**config.mk**
```make
export PLATFORM = sky130hd
export DESIGN_NAME = mem_ctrl_flat
export DESIGN_NICKNAME = d
export VERILOG_FILES = /design/src/rtl/mem_ctrl_pkg.sv /design/src/rtl/mem_ctrl_if.sv /design/src/rtl/mem_byte_seq.sv /design/src/rtl/mem_ctrl.sv /design/src/flat_wrapper.sv
export SDC_FILE = /design/constraint.sdc
export NUM_CORES = 1
export LEC_CHECK = 0
export BUFFER_PORTS_ARGS = -buffer_cell sky130_fd_sc_hd__buf_4
export CORE_ASPECT_RATIO = 0.5
export CORE_MARGIN = 4
export CORE_UTILIZATION = 56
export CTS_BUF_LIST = sky130_fd_sc_hd__clkbuf_8
export DETAILED_ROUTE_END_ITERATION = 16
export PLACE_DENSITY = 0.83
export SYNTH_ARGS = -nofsm -noshare
export SYNTH_HDL_FRONTEND = slang
export SYNTH_HIERARCHICAL = 1
export SYNTH_SLANG_ARGS = --single-unit
```
**constraint.sdc**
```tcl
create_clock -name clk -period 4.44 [get_ports clk]
set_input_delay 0.666 -clock clk [delete_from_list [all_inputs] [get_ports clk]]
set_output_delay 0.666 -clock clk [all_outputs]
set_load 0.05 [all_outputs]
```
**src/rtl/mem_ctrl_pkg.sv**
```systemverilog
// Shared widths, state encodings and helpers for the cache-to-RAM byte controller.
package mem_ctrl_pkg;
    localparam int ADDR_W = 32;
    localparam int DATA_W = 32;
    localparam int LEN_W  = 3;
    localparam int WAIT_W = 2;
    localparam logic [1:0] IO_HI = 2'b11;

    typedef enum logic [1:0] {
        IDLE  = 2'd0,
        READ  = 2'd1,
        WRITE = 2'd2,
        DONE  = 2'd3
    } state_e;

    localparam logic SRC_IC = 1'b0;
    localparam logic SRC_DC = 1'b1;

    // Anything other than 1 or 2 bytes is treated as a full word.
    function automatic logic [LEN_W-1:0] norm_len(input logic [LEN_W-1:0] len);
        return (len == LEN_W'(1) || len == LEN_W'(2)) ? len : LEN_W'(4);
    endfunction
endpackage

```
**src/rtl/mem_ctrl_if.sv**
```systemverilog
// Cache request/response and byte-wide RAM bus bundle for mem_ctrl.
interface mem_ctrl_if;
    import mem_ctrl_pkg::*;

    logic              iIC_en;
    logic [ADDR_W-1:0] iIC_pc;
    logic              oIC_done;
    logic [DATA_W-1:0] oIC_dt;
    logic              iDC_en;
    logic              iDC_ls;
    logic [ADDR_W-1:0] iDC_pc;
    logic [DATA_W-1:0] iDC_dt;
    logic [LEN_W-1:0]  iDC_len;
    logic              oDC_done;
    logic [DATA_W-1:0] oDC_dt;
    logic [WAIT_W-1:0] oWait;
    logic [7:0]        mem_din;
    logic [7:0]        mem_dout;
    logic [ADDR_W-1:0] mem_a;
    logic              mem_wr;
    logic              io_buffer_full;

    // Controller side.
    modport slave (
        input  iIC_en, iIC_pc, iDC_en, iDC_ls, iDC_pc, iDC_dt, iDC_len, mem_din, io_buffer_full,
        output oIC_done, oIC_dt, oDC_done, oDC_dt, oWait, mem_dout, mem_a, mem_wr
    );

    // Caches and RAM side.
    modport master (
        output iIC_en, iIC_pc, iDC_en, iDC_ls, iDC_pc, iDC_dt, iDC_len, mem_din, io_buffer_full,
        input  oIC_done, oIC_dt, oDC_done, oDC_dt, oWait, mem_dout, mem_a, mem_wr
    );
endinterface

```
**src/rtl/mem_byte_seq.sv**
```systemverilog
// Byte sequencer: counter, address increment, lane select/assemble and IO store stall.
module mem_byte_seq
    import mem_ctrl_pkg::*;
(
    input  logic              clk,
    input  logic              rst,
    input  logic              rdy,
    input  logic              start,
    input  logic [ADDR_W-1:0] start_a,
    input  logic [DATA_W-1:0] start_dt,
    input  logic [LEN_W-1:0]  start_len,
    input  logic              rd_act,
    input  logic              wr_act,
    input  logic [7:0]        mem_din,
    input  logic              io_full,
    output logic [ADDR_W-1:0] mem_a,
    output logic [7:0]        mem_dout,
    output logic              stall,
    output logic              last,
    output logic [DATA_W-1:0] data_nxt
);
    logic [ADDR_W-1:0] base_q, base_d;
    logic [DATA_W-1:0] data_q, data_d;
    logic [LEN_W-1:0]  cnt_q, cnt_d;
    logic [LEN_W-1:0]  len_q, len_d;
    logic              io_q, io_d;
    logic [1:0]        lane;

    always_comb begin
        base_d = base_q;
        data_d = data_q;
        cnt_d  = cnt_q;
        len_d  = len_q;
        io_d   = io_q;
        last   = 1'b0;
        lane   = cnt_q[1:0] - 2'd1;
        stall  = io_q & io_full;
        if (rdy) begin
            if (start) begin
                base_d = start_a;
                data_d = start_dt;
                cnt_d  = '0;
                len_d  = start_len;
                io_d   = (start_a[17:16] == IO_HI);
            end else if (rd_act) begin
                // RAM answers one cycle late, so cycle k captures byte k-1.
                if (cnt_q != '0) data_d = data_q | (DATA_W'(mem_din) << {lane, 3'b000});
                last  = (cnt_q == len_q);
                cnt_d = cnt_q + LEN_W'(1);
            end else if (wr_act && !stall) begin
                last  = (cnt_q == len_q - LEN_W'(1));
                cnt_d = cnt_q + LEN_W'(1);
            end
        end
    end

    // While frozen mid-read, present the previous address so the RAM keeps
    // returning the byte still owed to us when rdy comes back.
    assign mem_a    = base_q + ADDR_W'(cnt_q) - ADDR_W'(rd_act & ~rdy);
    assign mem_dout = 8'(data_q >> {cnt_q[1:0], 3'b000});
    assign data_nxt = data_d;

    always_ff @(posedge clk or posedge rst) begin
        if (rst) begin
            base_q <= '0;
            data_q <= '0;
            cnt_q  <= '0;
            len_q  <= '0;
            io_q   <= 1'b0;
        end else begin
            base_q <= base_d;
            data_q <= data_d;
            cnt_q  <= cnt_d;
            len_q  <= len_d;
            io_q   <= io_d;
        end
    end
endmodule

```
**src/rtl/mem_ctrl.sv**
```systemverilog
// Arbiter FSM between icache/dcache and the 8-bit RAM/IO bus; dcache wins ties.
module mem_ctrl
    import mem_ctrl_pkg::*;
(
    input  logic       clk,
    input  logic       rst,
    input  logic       rdy,
    mem_ctrl_if.slave  bus
);
    state_e            state_q, state_d;
    logic              src_q, src_d;
    logic              ic_done_q, ic_done_d, dc_done_q, dc_done_d;
    logic [DATA_W-1:0] ic_dt_q, ic_dt_d, dc_dt_q, dc_dt_d;
    logic [WAIT_W-1:0] wait_q, wait_d;

    logic              start;
    logic [ADDR_W-1:0] st_a;
    logic [DATA_W-1:0] st_dt;
    logic [LEN_W-1:0]  st_len;
    logic              seq_stall, seq_last;
    logic [DATA_W-1:0] seq_data;

    always_comb begin
        state_d   = state_q;
        src_d     = src_q;
        ic_done_d = ic_done_q;
        dc_done_d = dc_done_q;
        ic_dt_d   = ic_dt_q;
        dc_dt_d   = dc_dt_q;
        wait_d    = wait_q;
        start     = 1'b0;
        st_a      = bus.iDC_pc;
        st_dt     = '0;
        st_len    = LEN_W'(4);
        if (rdy) begin
            case (state_q)
                IDLE: begin
                    if (bus.iDC_en) begin
                        start   = 1'b1;
                        src_d   = SRC_DC;
                        st_dt   = bus.iDC_ls ? bus.iDC_dt : '0;
                        st_len  = norm_len(bus.iDC_len);
                        state_d = bus.iDC_ls ? WRITE : READ;
                        wait_d  = 2'b11;
                    end else if (bus.iIC_en) begin
                        start   = 1'b1;
                        src_d   = SRC_IC;
                        st_a    = bus.iIC_pc;
                        state_d = READ;
                        wait_d  = 2'b11;
                    end
                end
                READ, WRITE: begin
                    if (seq_last) begin
                        state_d = DONE;
                        if (src_q == SRC_DC) begin
                            dc_done_d = 1'b1;
                            dc_dt_d   = seq_data;
                        end else begin
                            ic_done_d = 1'b1;
                            ic_dt_d   = seq_data;
                        end
                    end
                end
                // Wait stays high through DONE so a cache reacting to done cannot re-issue early.
                DONE: begin
                    state_d   = IDLE;
                    ic_done_d = 1'b0;
                    dc_done_d = 1'b0;
                    wait_d    = 2'b00;
                end
                default: state_d = IDLE;
            endcase
        end
    end

    mem_byte_seq u_seq (
        .clk      (clk),
        .rst      (rst),
        .rdy      (rdy),
        .start    (start),
        .start_a  (st_a),
        .start_dt (st_dt),
        .start_len(st_len),
        .rd_act   (state_q == READ),
        .wr_act   (state_q == WRITE),
        .mem_din  (bus.mem_din),
        .io_full  (bus.io_buffer_full),
        .mem_a    (bus.mem_a),
        .mem_dout (bus.mem_dout),
        .stall    (seq_stall),
        .last     (seq_last),
        .data_nxt (seq_data)
    );

    assign bus.mem_wr   = (state_q == WRITE) & rdy & ~seq_stall;
    assign bus.oIC_done = ic_done_q;
    assign bus.oDC_done = dc_done_q;
    assign bus.oIC_dt   = ic_dt_q;
    assign bus.oDC_dt   = dc_dt_q;
    assign bus.oWait    = wait_q;

    always_ff @(posedge clk or posedge rst) begin
        if (rst) begin
            state_q   <= IDLE;
            src_q     <= SRC_IC;
            ic_done_q <= 1'b0;
            dc_done_q <= 1'b0;
            ic_dt_q   <= '0;
            dc_dt_q   <= '0;
            wait_q    <= '0;
        end else begin
            state_q   <= state_d;
            src_q     <= src_d;
            ic_done_q <= ic_done_d;
            dc_done_q <= dc_done_d;
            ic_dt_q   <= ic_dt_d;
            dc_dt_q   <= dc_dt_d;
            wait_q    <= wait_d;
        end
    end
endmodule

```
**src/flat_wrapper.sv**
```systemverilog
// flat-port wrapper written by rule: the top's interface ports become plain ports
module mem_ctrl_flat import mem_ctrl_pkg::*;
  (clk, rst, rdy, bus_iIC_en, bus_iIC_pc, bus_iDC_en, bus_iDC_ls, bus_iDC_pc, bus_iDC_dt, bus_iDC_len, bus_mem_din, bus_io_buffer_full, bus_oIC_done, bus_oIC_dt, bus_oDC_done, bus_oDC_dt, bus_oWait, bus_mem_dout, bus_mem_a, bus_mem_wr);
  mem_ctrl_if bus_i ();
  input  logic clk;
  input  logic rst;
  input  logic rdy;
  input wire logic [$bits(bus_i.iIC_en)-1:0] bus_iIC_en;
  input wire logic [$bits(bus_i.iIC_pc)-1:0] bus_iIC_pc;
  input wire logic [$bits(bus_i.iDC_en)-1:0] bus_iDC_en;
  input wire logic [$bits(bus_i.iDC_ls)-1:0] bus_iDC_ls;
  input wire logic [$bits(bus_i.iDC_pc)-1:0] bus_iDC_pc;
  input wire logic [$bits(bus_i.iDC_dt)-1:0] bus_iDC_dt;
  input wire logic [$bits(bus_i.iDC_len)-1:0] bus_iDC_len;
  input wire logic [$bits(bus_i.mem_din)-1:0] bus_mem_din;
  input wire logic [$bits(bus_i.io_buffer_full)-1:0] bus_io_buffer_full;
  output wire logic [$bits(bus_i.oIC_done)-1:0] bus_oIC_done;
  output wire logic [$bits(bus_i.oIC_dt)-1:0] bus_oIC_dt;
  output wire logic [$bits(bus_i.oDC_done)-1:0] bus_oDC_done;
  output wire logic [$bits(bus_i.oDC_dt)-1:0] bus_oDC_dt;
  output wire logic [$bits(bus_i.oWait)-1:0] bus_oWait;
  output wire logic [$bits(bus_i.mem_dout)-1:0] bus_mem_dout;
  output wire logic [$bits(bus_i.mem_a)-1:0] bus_mem_a;
  output wire logic [$bits(bus_i.mem_wr)-1:0] bus_mem_wr;
  assign bus_i.iIC_en = bus_iIC_en;
  assign bus_i.iIC_pc = bus_iIC_pc;
  assign bus_i.iDC_en = bus_iDC_en;
  assign bus_i.iDC_ls = bus_iDC_ls;
  assign bus_i.iDC_pc = bus_iDC_pc;
  assign bus_i.iDC_dt = bus_iDC_dt;
  assign bus_i.iDC_len = bus_iDC_len;
  assign bus_i.mem_din = bus_mem_din;
  assign bus_i.io_buffer_full = bus_io_buffer_full;
  assign bus_oIC_done = bus_i.oIC_done;
  assign bus_oIC_dt = bus_i.oIC_dt;
  assign bus_oDC_done = bus_i.oDC_done;
  assign bus_oDC_dt = bus_i.oDC_dt;
  assign bus_oWait = bus_i.oWait;
  assign bus_mem_dout = bus_i.mem_dout;
  assign bus_mem_a = bus_i.mem_a;
  assign bus_mem_wr = bus_i.mem_wr;
  mem_ctrl u_core (.clk(clk), .rst(rst), .rdy(rdy), .bus(bus_i));
endmodule
```
==> results.tsv, run 1 <==
metric	value	unit
status	finished clean	
path_clk_slew	0.09	ns
clock_latency	0.44	ns
worst_slew_pin_slew	1.07	ns
root_buffer	clkbuf_8	
drv_slew	0	
coreArea	15500	um^2
grt.overflow.total	0	
dieWidth	187	um
synth_cell_types	72	
pre_cts_slack	0.249	ns
synth_xor_area_frac	0.0264	
hold_class	primary input to asynchronous set/reset pin	
synthCells	866	
vias_per_cell	5.90	
dp.final_hpwl	18900	um
synthArstFlopShare	1.00	
synth-simple-area-share	0.134	
vias	7644	
clkSinkCount	141	
die_h	97.4	um
synth_compound_area_frac	0.140	
finalWirelength	25200	um
reg2reg_depth	9	
critPathArrivalTime	3.61	ns
fin_util	0.724	
drc_errors	0	
synth.largest_area_cell	dfrtp_1	
grt_pass1_wl	40600	um
setup_viol	0	
avgSynthCellArea	10.3	um^2
synth_top_cell_area_share	0.395	
n_fill_cell	1146	
clk_path_buf_depth	2	
antenna_found_initial	0	
area_growth_syn_to_layout	25.7	%
synth_nets	1023	
synth_adder_area_share	0.0610	
skew	0.0171	ns
slew_headroom	0.282	
synth_edf_count	0	
fmax	234	MHz
initial_core_util	0.576	
dr.pass1.iters	5	
diodes	0	
cp-start-kind	flip-flop	
cts_tree	yes	
grt_pass1_vias	7941	
grt_max_degree	49	
drive_above_1_share	0.397	
synthTopCellsByArea	dfrtp_1 (39%), mux2_2 (16%), ha_1 (5.9%)	
syn-cell-area	8940	um^2
wl_per_cell	19.4	um
crit_type	flip-flop to output pin	
yosys_register_bits	141	
drt_iter0_drc	406	
final_hold_viol_count	0	
seq_area_frac_synth	0.395	
num-nets-final	1236	
required	3.77	ns
muxShareOfSynthArea	0.192	
gp_congestion	0.906	
yosys_warnings	6	
num_rows	32	
drv_cap	0	
cts_buffers	17	
critPathCaptureType	output pin	
crit_fanout	7	
grt_use_total	0.271	
register_area	3530	um^2
multi_input_area	5010	um^2
die_area	18200	um^2
fin_ws	0.161	ns
port_buffers	222	
synth_top_family_by_area	multiplexers	
antenna_left	0	
synthFlopType	dfrtp_1	
fin_crit_sh	0.964	
io_pins	223	
finalCriticalPeriod	4.28	ns
whs	0.398	ns
cts_max_level	4	
==> critical path, stage by stage, from the launching register on <==
cell	delay [ns]
dfrtp_1	0.44
ha_4	0.20
nor2b_1	0.13
ha_1	0.26
inv_1	0.04
ha_1	0.20
fa_2	0.36
a21o_1	0.21
a31oi_4	0.21
or3_4	0.19
a31oi_1	0.10
or4b_1	0.50
o2111ai_1	0.10
buf_4	0.23
==> synth_stat cells (all sizes together) (25+ instances only) <==
library cell	instances
nor2	42
o21ai	31
and2	41
inv	67
mux2	133
a221o	25
clkbuf	26
dfrtp	141
nand2	37
ha	42
and3	29
a21oi	43
==> sequential cells by signal, summed over array words and instances (netlist names), 2 cells and up <==
| register | flops |
|---|---|
| u_core/bus.oDC_dt | 32 |
| u_core/bus.oIC_dt | 32 |
| u_core/state_q | 2 |
| u_core/u_seq/base_q | 32 |
| u_core/u_seq/cnt_q | 3 |
| u_core/u_seq/data_q | 32 |
| u_core/u_seq/len_q | 3 |
==> path summary, 6_finish.rpt <==
path | from | end | slack [ns]
worst max-delay path | u_core/state_q[0]$_DFFE_PP0P_ | bus_mem_a[16] | 0.16
worst min-delay path | rst | u_core/u_seq/base_q[24]$_DFFE_PP0P_ | 0.40
worst max register to register | u_core/state_q[0]$_DFFE_PP0P_ | u_core/bus.oDC_dt[30]$_DFFE_PP0P_ | 1.09
worst min register to register | u_core/u_seq/io_q$_DFFE_PP0P_ | u_core/u_seq/io_q$_DFFE_PP0P_ | 0.50
max in group asynchronous | rst | u_core/u_seq/data_q[31]$_DFF_PP0_ | 3.07
min in group clk | u_core/u_seq/io_q$_DFFE_PP0P_ | u_core/u_seq/io_q$_DFFE_PP0P_ | 0.50
==> metal layers <==
| layer | vias up | track usage | part of all wire |
|---|---|---|---|
| li1 | 3574 | - | - |
| met1 | 3723 | 0.328 | 0.40 |
| met2 | 304 | 0.473 | 0.50 |
| met3 | 43 | 0.0718 | 0.073 |
| met4 | 0 | 0.0943 | 0.023 |
| met5 | - | 0 | 0 |
==> cells by family after synthesis <==
family / Yosys count
XOR/XNOR: 27
multiplexers: 145
buffers and inverters: 113
flip-flops: 141
AO/OA/AOI/OAI: 173
AND/OR/NAND/NOR: 224
adder cells (fa/ha/maj): 43
==> placed cells by master (no fill, tap or decap), types with 5 or more instances in the layout <==
master / n
inv_6: 6
nor4_1: 5
nor2_1: 41
nor2b_1: 8
a211oi_1: 8
nor3_1: 14
ha_1: 41
dfrtp_1: 141
mux4_2: 8
buf_4: 238
xnor2_1: 19
inv_1: 63
and3_1: 28
o211ai_1: 6
clkbuf_8: 18
nand4_1: 7
a21o_1: 12
nand2_1: 36
o21ai_0: 25
o21ai_1: 6
a221o_1: 25
and2_1: 39
nand3_1: 20
mux2_2: 129
xor2_1: 7
a21oi_1: 42
==> metrics by stage <==
step / area, um^2 / std cells / TNS [ns]
2_1_floorplan: 8960 / 866 / -0.106
4_1_cts: 11200 / 1292 / 0
3_3_place_gp: 10800 / 1258 / 0
5_1_grt: 11200 / 1296 / -0.0242
6_report: 11200 / 1296 / 0
3_5_place_dp: 10800 / 1258 / 0
==> what timing repair did <==
item	4_1_cts	5_1_grt
setup buffers	2	4
hold buffers	0	0
gates resized for setup	3	7
pin swaps	1	3
endpoints found under the setup margin	6	8
==> cell type report <==
| type | instances | share of cell area |
|---|---|---|
| Multi-Input combinational cell | 612 | 0.445 |
| Tap cell | 204 | 0.0227 |
| Sequential cell | 141 | 0.314 |
| Inverter | 67 | 0.0224 |
| Clock inverter | 14 | 0.0129 |
| Timing Repair Buffer | 240 | 0.161 |
| Clock buffer | 18 | 0.0220 |
Power of run 1 is not shown: default switching activity piles up to over one toggle a cycle in this logic, so the estimate is an artifact.
==> run 2: changes to the inputs <==
--- a/config.mk
+++ b/config.mk
@@ -6,4 +6,5 @@
 export NUM_CORES = 1
 export LEC_CHECK = 0
+export ABC_AREA = 0
 export BUFFER_PORTS_ARGS = -buffer_cell sky130_fd_sc_hd__buf_4
 export CORE_ASPECT_RATIO = 0.5
==> constraint.sdc (replaced) <==
create_clock -name clk -period 4.44 [get_ports clk]
set_input_delay 0.666 -clock clk [delete_from_list [all_inputs] [get_ports clk]]
set_output_delay 0.666 -clock clk [all_outputs]
set_load 0.005 [all_outputs]
==> results.tsv, run 2 (synthesis gave the netlist of run 1 again) <==
metric	value	unit	change
clkPwrFrac	0.114		
drv_slew	0		unchanged
clock_latency	0.44	ns	about the same
p_leak	5.67	nW	
coreArea	15500	um^2	unchanged
cpPeakStageDelay	0.42	ns	-0.08 ns
dr.pass1.iters	5		unchanged
crit_fanout	7		unchanged
grt_max_degree	49		unchanged
finalWirelength	25200	um	about the same
die_area	18200	um^2	unchanged
total_power	0.00952	W	
path_clk_slew	0.10	ns	about the same
clk_path_buf_depth	2		unchanged
tns	0	ns	unchanged
cts_hold_buf	0		unchanged
wl_per_cell	19.5	um	+0.38%
io_pins	223		unchanged
dieWidth	187	um	unchanged
grt_use_total	0.275		+0.00368
gp_congestion	0.904		-0.25%
reg2reg_to	u_core/bus.oIC_dt[13]$_DFFE_PP0P_		
grt.overflow.total	0		unchanged
final_area	11200	um^2	-0.48%
area_growth_syn_to_layout	25.1	%	
combinationalPowerShare	0.662		
root_buffer	clkbuf_8		
cp-start-kind	flip-flop		
clkSinkCount	141		unchanged
n_fill_cell	1178		+2.8%
critPathCaptureType	output pin		
crit_path_cell_trace	inv_2 > ha_4 > nor2b_2 > ha_1 > inv_1 > ha_1 > fa_2 > a21o_1 > a31oi_2 > or3_4 > a211o_1 > and2_4 > a311oi_2 > buf_4		
drive_above_1_share	0.392		-0.00553
die_h	97.4	um	unchanged
vias	7665		+0.27%
cts_max_level	4		unchanged
switching_share	0.434		
crit_path_top_delay_cell	or3_4		
p_sw	0.00413	W	
num_rows	32		unchanged
r2r_setup_slack	1.30	ns	+0.21 ns
p_per_area	851	nW/um^2	
drv_cap	0		unchanged
antenna_left	0		unchanged
crit_type	flip-flop to output pin		
drt_iter0_drc	504		+24%
dp.final_hpwl	19000	um	+0.48%
cts_tree	yes		
diodes	0		unchanged
drc_errors	0		unchanged
grt_pass1_vias	8005		+0.81%
final_cell_mix	buf_4 (235), dfrtp_1 (141), mux2_2 (129), inv_1 (65), a21oi_1 (42)		
antenna_found_initial	0		unchanged
required	3.77	ns	about the same
initial_core_util	0.576		unchanged
hold_class	primary input to asynchronous set/reset pin		
fin_util	0.720		-0.00346
cpMostUsedCell	ha_1		
finalCriticalPeriod	4.30	ns	+0.0161 ns
final_hold_viol_count	0		unchanged
critPathArrivalTime	3.63	ns	+0.02 ns
slew_headroom	0.230		-0.0526
r2r_start	u_core/u_seq/cnt_q[1]$_DFFE_PP0P_		
cts_buffers	17		unchanged
reg2reg_depth	8		-1
grt_setup_unrepaired	no		
worst_slew_pin_slew	1.15	ns	+0.0766 ns
fin_crit_sh	0.967		+0.00362
dpl_cell_area	10700	um^2	-0.20%
max-vdd-ir-drop	0.450	mV	
internal_power	0.00539	W	
setup_viol	0		unchanged
grt_pass1_wl	41100	um	+1.3%
vias_per_cell	5.94		+0.66%
final_common_cell	buf_4		
skew	0.0187	ns	+0.00165 ns
num-nets-final	1231		-0.40%
port_buffers	222		unchanged
fmax	233	MHz	-0.37%
power_frac_seq	0.224		
status	finished clean		
[run 2: metrics by stage]
step / hold slack [ns] / std cells / setup slack (ns)
2_1_floorplan: 0.442 / 866 / 0.368
3_3_place_gp: 0.463 / 1258 / 0.463
3_5_place_dp: 0.470 / 1258 / 0.424
4_1_cts: 0.386 / 1290 / 0.0196
5_1_grt: 0.421 / 1291 / 0.00179
6_report: 0.376 / 1291 / 0.145
[run 2: worst max path at each step]
stage                                  start             to  slack [ns]
3_3_place_gp                             rdy  bus_mem_a[24]        0.46
3_5_place_dp   u_core/state_q[1]$_DFFE_PP0P_  bus_mem_a[16]        0.42
4_1_cts        u_core/state_q[1]$_DFFE_PP0P_  bus_mem_a[24]        0.02
5_1_grt        u_core/state_q[1]$_DFFE_PP0P_  bus_mem_a[16]       0.002
2_1_floorplan                            rdy  bus_mem_a[16]        0.37
6_report       u_core/state_q[1]$_DFFE_PP0P_  bus_mem_a[24]        0.14
[run 2: final cells by class]
| type | count | area (um^2) | area share |
|---|---|---|---|
| flip-flops and latches | 141 | 3530 | 0.315 |
| multi-input cells | 612 | 4980 | 0.445 |
| inverters | 67 | 251 | 0.0225 |
| clock buffers | 18 | 248 | 0.0221 |
| well taps | 204 | 255 | 0.0228 |
| clock inverters | 14 | 158 | 0.0141 |
| repair buffers | 235 | 1760 | 0.158 |
[run 2: metal layers]
metal	routed length, um	global-route usage	vias up
li1	-	-	3553
met1	10000	0.325	3790
met2	13000	0.497	284
met3	1710	0.0711	38
met4	459	0.0812	0
met5	0	0	-
[run 2: what timing repair did]
item	4_1_cts	5_1_grt
resized for setup	4	5
buffers inserted	0	1
setup endpoints to repair	5	10
[run 2: power by group through the flow]
| stage | clock network, W | registers, W | logic (W) |
|---|---|---|---|
| floorplan | 0 | 0.00205 | 0.00383 |
| global placement | 0 | 0.00211 | 0.00609 |
| detailed placement | 0 | 0.00214 | 0.00620 |
| CTS | 0.00111 | 0.00212 | 0.00627 |
| global route | 0.00117 | 0.00218 | 0.00691 |
| finish | 0.00109 | 0.00213 | 0.00630 |
[run 2: worst max-delay path, delay by kind of cell, from the launching register on]
family                     cells  cell delay [ns]
AOI/OAI and AO/OA              4             0.86
adders and majority gates      4             0.87
buffers and inverters          3             0.29
DFF                            1             0.41
and+or+nand+nor                3             0.76
Note: power is estimated with default switching activity, not from simulation.
